### src/rtl/image_loader.sv
// image_loader: feeds a raw image byte stream into core data memory, holding the
// core in reset while loading, then releasing it and waiting for the core to halt.
//
// Ports:
//   clk, rst_n             clock (rising edge), asynchronous active-low reset
//   start                  1-cycle pulse; begins a load from IDLE or DONE
//   s_data/s_valid/s_ready byte stream input (valid/ready handshake)
//   mem_addr/mem_din/mem_we  byte-write port into data memory (registered)
//   cpu_rst_n              core reset, active-low; high only while in RUN
//   cpu_halt               core finished (level, sampled in RUN)
//   busy, done             status: LOAD/RUN, DONE
//   byte_count             bytes accepted in the current load
//   checksum               (only with IMAGE_LOADER_CHECKSUM_EN) sum of accepted bytes mod 2**16
//
// Optional feature macro: IMAGE_LOADER_CHECKSUM_EN
module image_loader #(
    parameter int unsigned ADDR_W    = 16,
    parameter int unsigned IMG_BYTES = 4096,
    parameter logic [31:0] BASE_ADDR = 32'h0
) (
    input  logic              clk,
    input  logic              rst_n,
    input  logic              start,
    input  logic [7:0]        s_data,
    input  logic              s_valid,
    output logic              s_ready,
    output logic [31:0]       mem_addr,
    output logic [7:0]        mem_din,
    output logic              mem_we,
    output logic              cpu_rst_n,
    input  logic              cpu_halt,
    output logic              busy,
    output logic              done,
`ifdef IMAGE_LOADER_CHECKSUM_EN
    output logic [15:0]       checksum,
`endif
    output logic [ADDR_W:0]   byte_count
);

    localparam int unsigned CntW = ADDR_W + 1;
    localparam logic [CntW-1:0] LastCount = CntW'(IMG_BYTES - 1);

    typedef enum logic [1:0] {StIdle, StLoad, StRun, StDone} state_e;

    state_e          state_q, state_d;
    logic [CntW-1:0] count_q, count_d;
    logic [31:0]     addr_q, addr_d;
    logic [7:0]      din_q, din_d;
    logic            we_q, we_d;
    logic            cpu_rst_n_q, cpu_rst_n_d;
    logic            hs;
`ifdef IMAGE_LOADER_CHECKSUM_EN
    logic [15:0]     sum_q, sum_d;
`endif

    assign s_ready = (state_q == StLoad);
    assign hs      = s_valid & s_ready;

    always_comb begin
        state_d     = state_q;
        count_d     = count_q;
        addr_d      = addr_q;
        din_d       = din_q;
        we_d        = 1'b0;
        cpu_rst_n_d = 1'b0;
`ifdef IMAGE_LOADER_CHECKSUM_EN
        sum_d       = sum_q;
`endif
        unique case (state_q)
            StIdle, StDone: begin
                if (start) begin
                    state_d = StLoad;
                    count_d = '0;
`ifdef IMAGE_LOADER_CHECKSUM_EN
                    sum_d   = '0;
`endif
                end
            end
            StLoad: begin
                if (hs) begin
                    we_d    = 1'b1;
                    // Address uses the pre-increment count, zero-extended, wrapping at 2**32.
                    addr_d  = BASE_ADDR + 32'(count_q);
                    din_d   = s_data;
                    count_d = count_q + 1'b1;
`ifdef IMAGE_LOADER_CHECKSUM_EN
                    sum_d   = sum_q + 16'(s_data);
`endif
                    if (count_q == LastCount) begin
                        state_d = StRun;
                    end
                end
            end
            StRun: begin
                // Release the core only while staying in RUN, so it drops as DONE is entered.
                if (cpu_halt) begin
                    state_d = StDone;
                end else begin
                    cpu_rst_n_d = 1'b1;
                end
            end
            default: state_d = StIdle;
        endcase
    end

    always_ff @(posedge clk or negedge rst_n) begin
        if (!rst_n) begin
            state_q     <= StIdle;
            count_q     <= '0;
            addr_q      <= '0;
            din_q       <= '0;
            we_q        <= 1'b0;
            cpu_rst_n_q <= 1'b0;
`ifdef IMAGE_LOADER_CHECKSUM_EN
            sum_q       <= '0;
`endif
        end else begin
            state_q     <= state_d;
            count_q     <= count_d;
            addr_q      <= addr_d;
            din_q       <= din_d;
            we_q        <= we_d;
            cpu_rst_n_q <= cpu_rst_n_d;
`ifdef IMAGE_LOADER_CHECKSUM_EN
            sum_q       <= sum_d;
`endif
        end
    end

    assign mem_addr   = addr_q;
    assign mem_din    = din_q;
    assign mem_we     = we_q;
    assign cpu_rst_n  = cpu_rst_n_q;
    assign busy       = (state_q == StLoad) || (state_q == StRun);
    assign done       = (state_q == StDone);
    assign byte_count = count_q;
`ifdef IMAGE_LOADER_CHECKSUM_EN
    assign checksum   = sum_q;
`endif

endmodule

### config.mk
export PLATFORM = sky130hd
export DESIGN_NAME = image_loader
export DESIGN_NICKNAME = d
export VERILOG_FILES = /design/src/rtl/image_loader.sv
export SDC_FILE = /design/constraint.sdc
export NUM_CORES = 1
export LEC_CHECK = 0
export ABC_AREA = 0
export BUFFER_PORTS_ARGS = -buffer_cell sky130_fd_sc_hd__clkbuf_2
export CAP_MARGIN = 20
export CORE_AREA = 2 2 71 73
export CTS_CLUSTER_DIAMETER = 120
export DETAILED_ROUTE_END_ITERATION = 10
export DIE_AREA = 0 0 73 75
export GPL_TIMING_DRIVEN = 0
export HOLD_SLACK_MARGIN = 0.08
export PLACE_DENSITY = 0.84
export SLEW_MARGIN = 20
export SYNTH_ARGS = -nofsm -noshare
export SYNTH_HDL_FRONTEND = slang
export SYNTH_SLANG_ARGS = --single-unit
### constraint.sdc
create_clock -name clk -period 2.4 [get_ports clk]
set_clock_uncertainty 0.05 [all_clocks]
set_input_delay 0.48 -clock clk [delete_from_list [all_inputs] [get_ports clk]]
set_output_delay 0.48 -clock clk [all_outputs]
set_load 0.02 [all_outputs]
# == Word level (Yosys, flattened, before mapping) ==
# Cells that the tools add are included.
# totals
inputBits,13
register_bits,46
out_inout_bits,62
# op_classes
eq_ne,8
n_reduce_logical,7
bitwise_logic,1
muxes,12
addsub,1
# ops
op,n
two-way mux 17 bit,2
one-hot mux 17 bit (2 select lines),1
adder 17 x 1 -> 17 bit (second input constant),1
== test 17 x 12 -> 1 bit (second input constant),1
two-way mux 2 bit,4
one-hot mux 2 bit (3 select lines),1
== test 2 bit (second input constant),2
two-way mux 1 bit,4
!= test 2 x 1 -> 1 bit (second input constant),2
!= test 2 bit (second input constant),2
AND reduction 4 bit,1
AND reduction 3 bit,1
== test 2 x 1 -> 1 bit (second input constant),1
zero test 2 bit,1
AND reduction 2 bit,1
nonzero test 2 bit,1
OR reduction 2 bit,1
bitwise AND 1 bit,1
logical OR 1 bit,1

# == Depth between registers and ports, before layout ==
# logic_depth
depth_word,4
ltp_mapped,8
ltp_nobuf,6

# == Worst setup path after synthesis ==
# No wires, ideal clock.
# synth_path
path_type,register to register
start,register state_q[0]
end,"register count_q[14], in the netlist byte_count[14]"
setup_slack_ps,253
arrival_ps,2017
period_less_slack_ps,2147
path_stages_with_launch,9
path_buffers,2
path_cell_list,dfrtp_1 -> inv_1 -> ha_1 -> nor2b_4 -> buf_6 -> or3_4 -> buf_6 -> nor4_2 -> mux2i_1
# synth_between
elab_chain_cells,4
# synth_rtl
item,line_no,source
"start, declared",45,"state_e state_q, state_d;"
"start signal, assigned",108,state_q <= StIdle;
"start signal, assigned",118,state_q <= state_d;
"== test 2 x 1 -> 1 bit, or another cell as far along","56, 69",
bitwise AND 1 bit / OR reduction 2 bit (equally long branches),"57, 69",
"!= test 2 x 1 -> 1 bit (no source line), or another cell as far along",-,
AND reduction 3 bit (no source line),-,
"end signal, assigned",119,count_q <= count_d;
"end, declared",46,"logic [CntW-1:0] count_q, count_d;"
# Several ways; a longest one is shown, not always the timed one.
# A chain may end at the register's enable or synchronous reset.

# == Worst setup path in the final report ==
# layout_path
start,register state_q[0]
end,"register count_q[15], in the netlist byte_count[15]"
# The elaborated chain is that of the path after synthesis.

==> qor.csv <==
metric,value,unit
comb_power_share,0.469,
first_pass_iters,4,
cts_made_buffers,5,
drc,0,
finalCritPeriodShare,0.949,
synthDistinctLibCells,37,
syn_inst,217,
synthMuxAreaShare,0.140,
cts_tree,yes,
yosys.area_share.simple,0.177,
cp_max_fo,10,
diodes,0,
fin_tns_setup,0,ns
grt_pass1_vias,1746,
synth_compound_area_frac,0.0808,
ant_nets,0,
critical_path_class,reg -> reg,
arrival,2.45,ns
hold_buffers,0,
ir_worst_vdd,0.000610,V
synth_top_family_by_area,simple AND/OR/NAND/NOR gates,
drt_iter0_markers,133,
via_per_inst,5.31,
synth_edf_count,0,
synth_adder_area_share,0.0266,
power_density,982,nW/um^2
grt_setup_unrepaired,false,
clock_path_buffers,2,
nFillCells,397,
power.internal,1650,uW
layout-drive-gt1-share,0.389,
grt_usage,0.189,
whs,0.129,ns
port_buffers,59,
p_switching,1170,uW
wire_per_inst,13.6,um
synth_area,2350,um^2
clk_pin_slew_worst_paths,0.08,ns
power.share.sequential,0.361,
grt_max_degree,47,
num_vias,1868,
async_reset_ff_frac,1.00,
setup_viol,0,
grt_pass1_wl,7970,um
drt-total-wl,4780,um
cts_setup_buffers,0,
slew_violations,0,
status,finished clean,
ys_seq_area_frac,0.489,
hp-class,in -> async,
yosys_warnings,0,
ios,75,
dieArea,5480,um^2
cts_sinks,46,
cts_resized,0,
start_kind,flop,
rows,25,
cts_max_level,2,
fmax,0.439,GHz
max-slew-margin-rel,0.564,
final.min_clock_period,2.28,ns
syn2layout_area_growth,22.1,%
cap_violations,0,
tightestPinTransition,0.654,ns
die_w,73,um
final_net_count,315,
initial_core_util,0.505,
core_area,4660,um^2
cellLeakagePower,0.00149,uW
grt_remaining_overflow,0,
required,2.57,ns
insertion_delay,0.30,ns
gp_routability_congestion,0.884,
p_clk_frac,0.170,
swShare,0.415,
root_buffer,clkbuf_8,
die_height,75,um
ys_ff_latch,46,
hold_violations,0,
dp_hpwl,3510,um
yosys_most_used_dff,dfrtp_1,
antenna_found_initial,0,
synth_area_per_cell,10.8,um^2
cp-end-kind,flop,
synth_xor_area_frac,0,
## final timing paths
kind / from / endpoint / slack [ns] / cells past startpoint
max: state_q[0] / byte_count[15] / 0.12 / 8
min: rst_n / byte_count[14] / 0.13 / 1
max reg2reg: state_q[0] / byte_count[15] / 0.12 / 8
min reg2reg: mem_addr[0] / mem_addr[0] / 0.44 / 2
max in group asynchronous: rst_n / byte_count[12] / 1.79 / 1
min in group clk: cpu_halt / cpu_rst_n / 0.31 / 2
## kinds of logic (layout without fill, tap and decap cells)
| kind of cell | after synthesis | in the layout |
|---|---|---|
| and+or+nand+nor | 74 | 74 |
| DFF | 46 | 46 |
| buffers and inverters | 34 | 101 |
| muxes | 30 | 30 |
| AOI/OAI and AO/OA | 27 | 27 |
| adders and majority gates | 5 | 5 |
| other | 1 | 15 |
## cell usage after synthesis (2+ instances only)
cell / number / area (um^2)
nand2_1: 22 / 82.6
a22o_1: 9 / 78.8
nand3_1: 11 / 55.1
or2_2: 2 / 12.5
nand2b_1: 7 / 43.8
nor4_2: 4 / 50.1
o21ai_0: 8 / 40.0
o21ai_1: 3 / 15.0
nand4_1: 4 / 25.0
mux2i_1: 6 / 60.1
dfrtp_1: 46 / 1150
nor2_1: 7 / 26.3
nor2b_1: 2 / 12.5
inv_1: 8 / 30.0
clkbuf_1: 8 / 30.0
or4_1: 3 / 22.5
nor4_1: 4 / 25.0
mux2_2: 23 / 259
buf_6: 2 / 22.5
ha_1: 5 / 62.6
nor3_1: 3 / 15.0
buf_4: 15 / 113
## through the flow
stage                     cells  utilization  setup WS [ns]  total power (uW)  instance area (um^2)
after floorplan             231            -          0.253              1980                  2410
after global placement      344        0.594          0.134              2300                  2770
after detailed placement    344        0.594         0.0722              2350                  2770
after CTS                   352        0.614         0.0556              2830                  2860
after global routing        352        0.617       0.000665              3020                  2870
final                       352        0.617          0.123              2820                  2870
## flip-flops by register name, indices dropped and copies added (netlist names)
| signal | count |
|---|---|
| byte_count | 17 |
| cpu_rst_n | 1 |
| mem_addr | 17 |
| mem_din | 8 |
| mem_we | 1 |
| state_q | 2 |
## layer usage
metal  vias to the layer above  track usage  part of all wire
met5                         -            0                 0
met4                         0       0.0782             0.012
met3                         6       0.0442             0.049
met2                        61        0.303              0.49
met1                       904        0.249              0.45
li1                        897            -                 -
## worst max-delay path, cell delays in order, from the launching register on
cell and delay [ns]:
dfrtp_1 0.42, inv_1 0.09, ha_2 0.31, nor2b_4 0.14, buf_6 0.13, or3_4 0.38, buf_6 0.16, nor4_2 0.31
mux2i_1 0.22
## cells in the final DEF (no fill, tap or decap), types with 3 or more instances in the layout
| cell type | count |
|---|---|
| mux2i_1 | 6 |
| nand4_1 | 4 |
| nor3_1 | 3 |
| buf_4 | 16 |
| clkbuf_1 | 9 |
| mux2_2 | 23 |
| nand2b_1 | 7 |
| nand2_1 | 22 |
| clkbuf_2 | 58 |
| nor2_1 | 7 |
| ha_1 | 4 |
| nor4_1 | 4 |
| clkbuf_8 | 6 |
| conb_1 | 15 |
| a22o_1 | 9 |
| or4_1 | 3 |
| dfrtp_1 | 46 |
| inv_1 | 8 |
| nor4_2 | 3 |
| nand3_1 | 11 |
| o21ai_0 | 8 |
| o21ai_1 | 3 |
## cell type report
cell class / instances / area [um^2] / area share
Clock buffer: 7 / 86.3 / 0.0300
Tap cell: 54 / 67.6 / 0.0235
Inverter: 8 / 30.0 / 0.0104
Sequential cell: 46 / 1150 / 0.401
Clock inverter: 1 / 5.00 / 0.00174
Multi-Input combinational cell: 151 / 1070 / 0.371
Timing Repair Buffer: 59 / 298 / 0.104
Buffer: 26 / 170 / 0.0592
## power by group through the flow
| stage | combinational (uW) | sequential, uW | clock, uW |
|---|---|---|---|
| final | 1320 | 1020 | 481 |
| after global routing | 1450 | 1040 | 530 |
| after CTS | 1320 | 1020 | 499 |
| after detailed placement | 1310 | 1030 | 0 |
| after global placement | 1270 | 1020 | 0 |
| after floorplan | 799 | 1180 | 0 |
No activity file was read; power rests on OpenSTA's default activity.
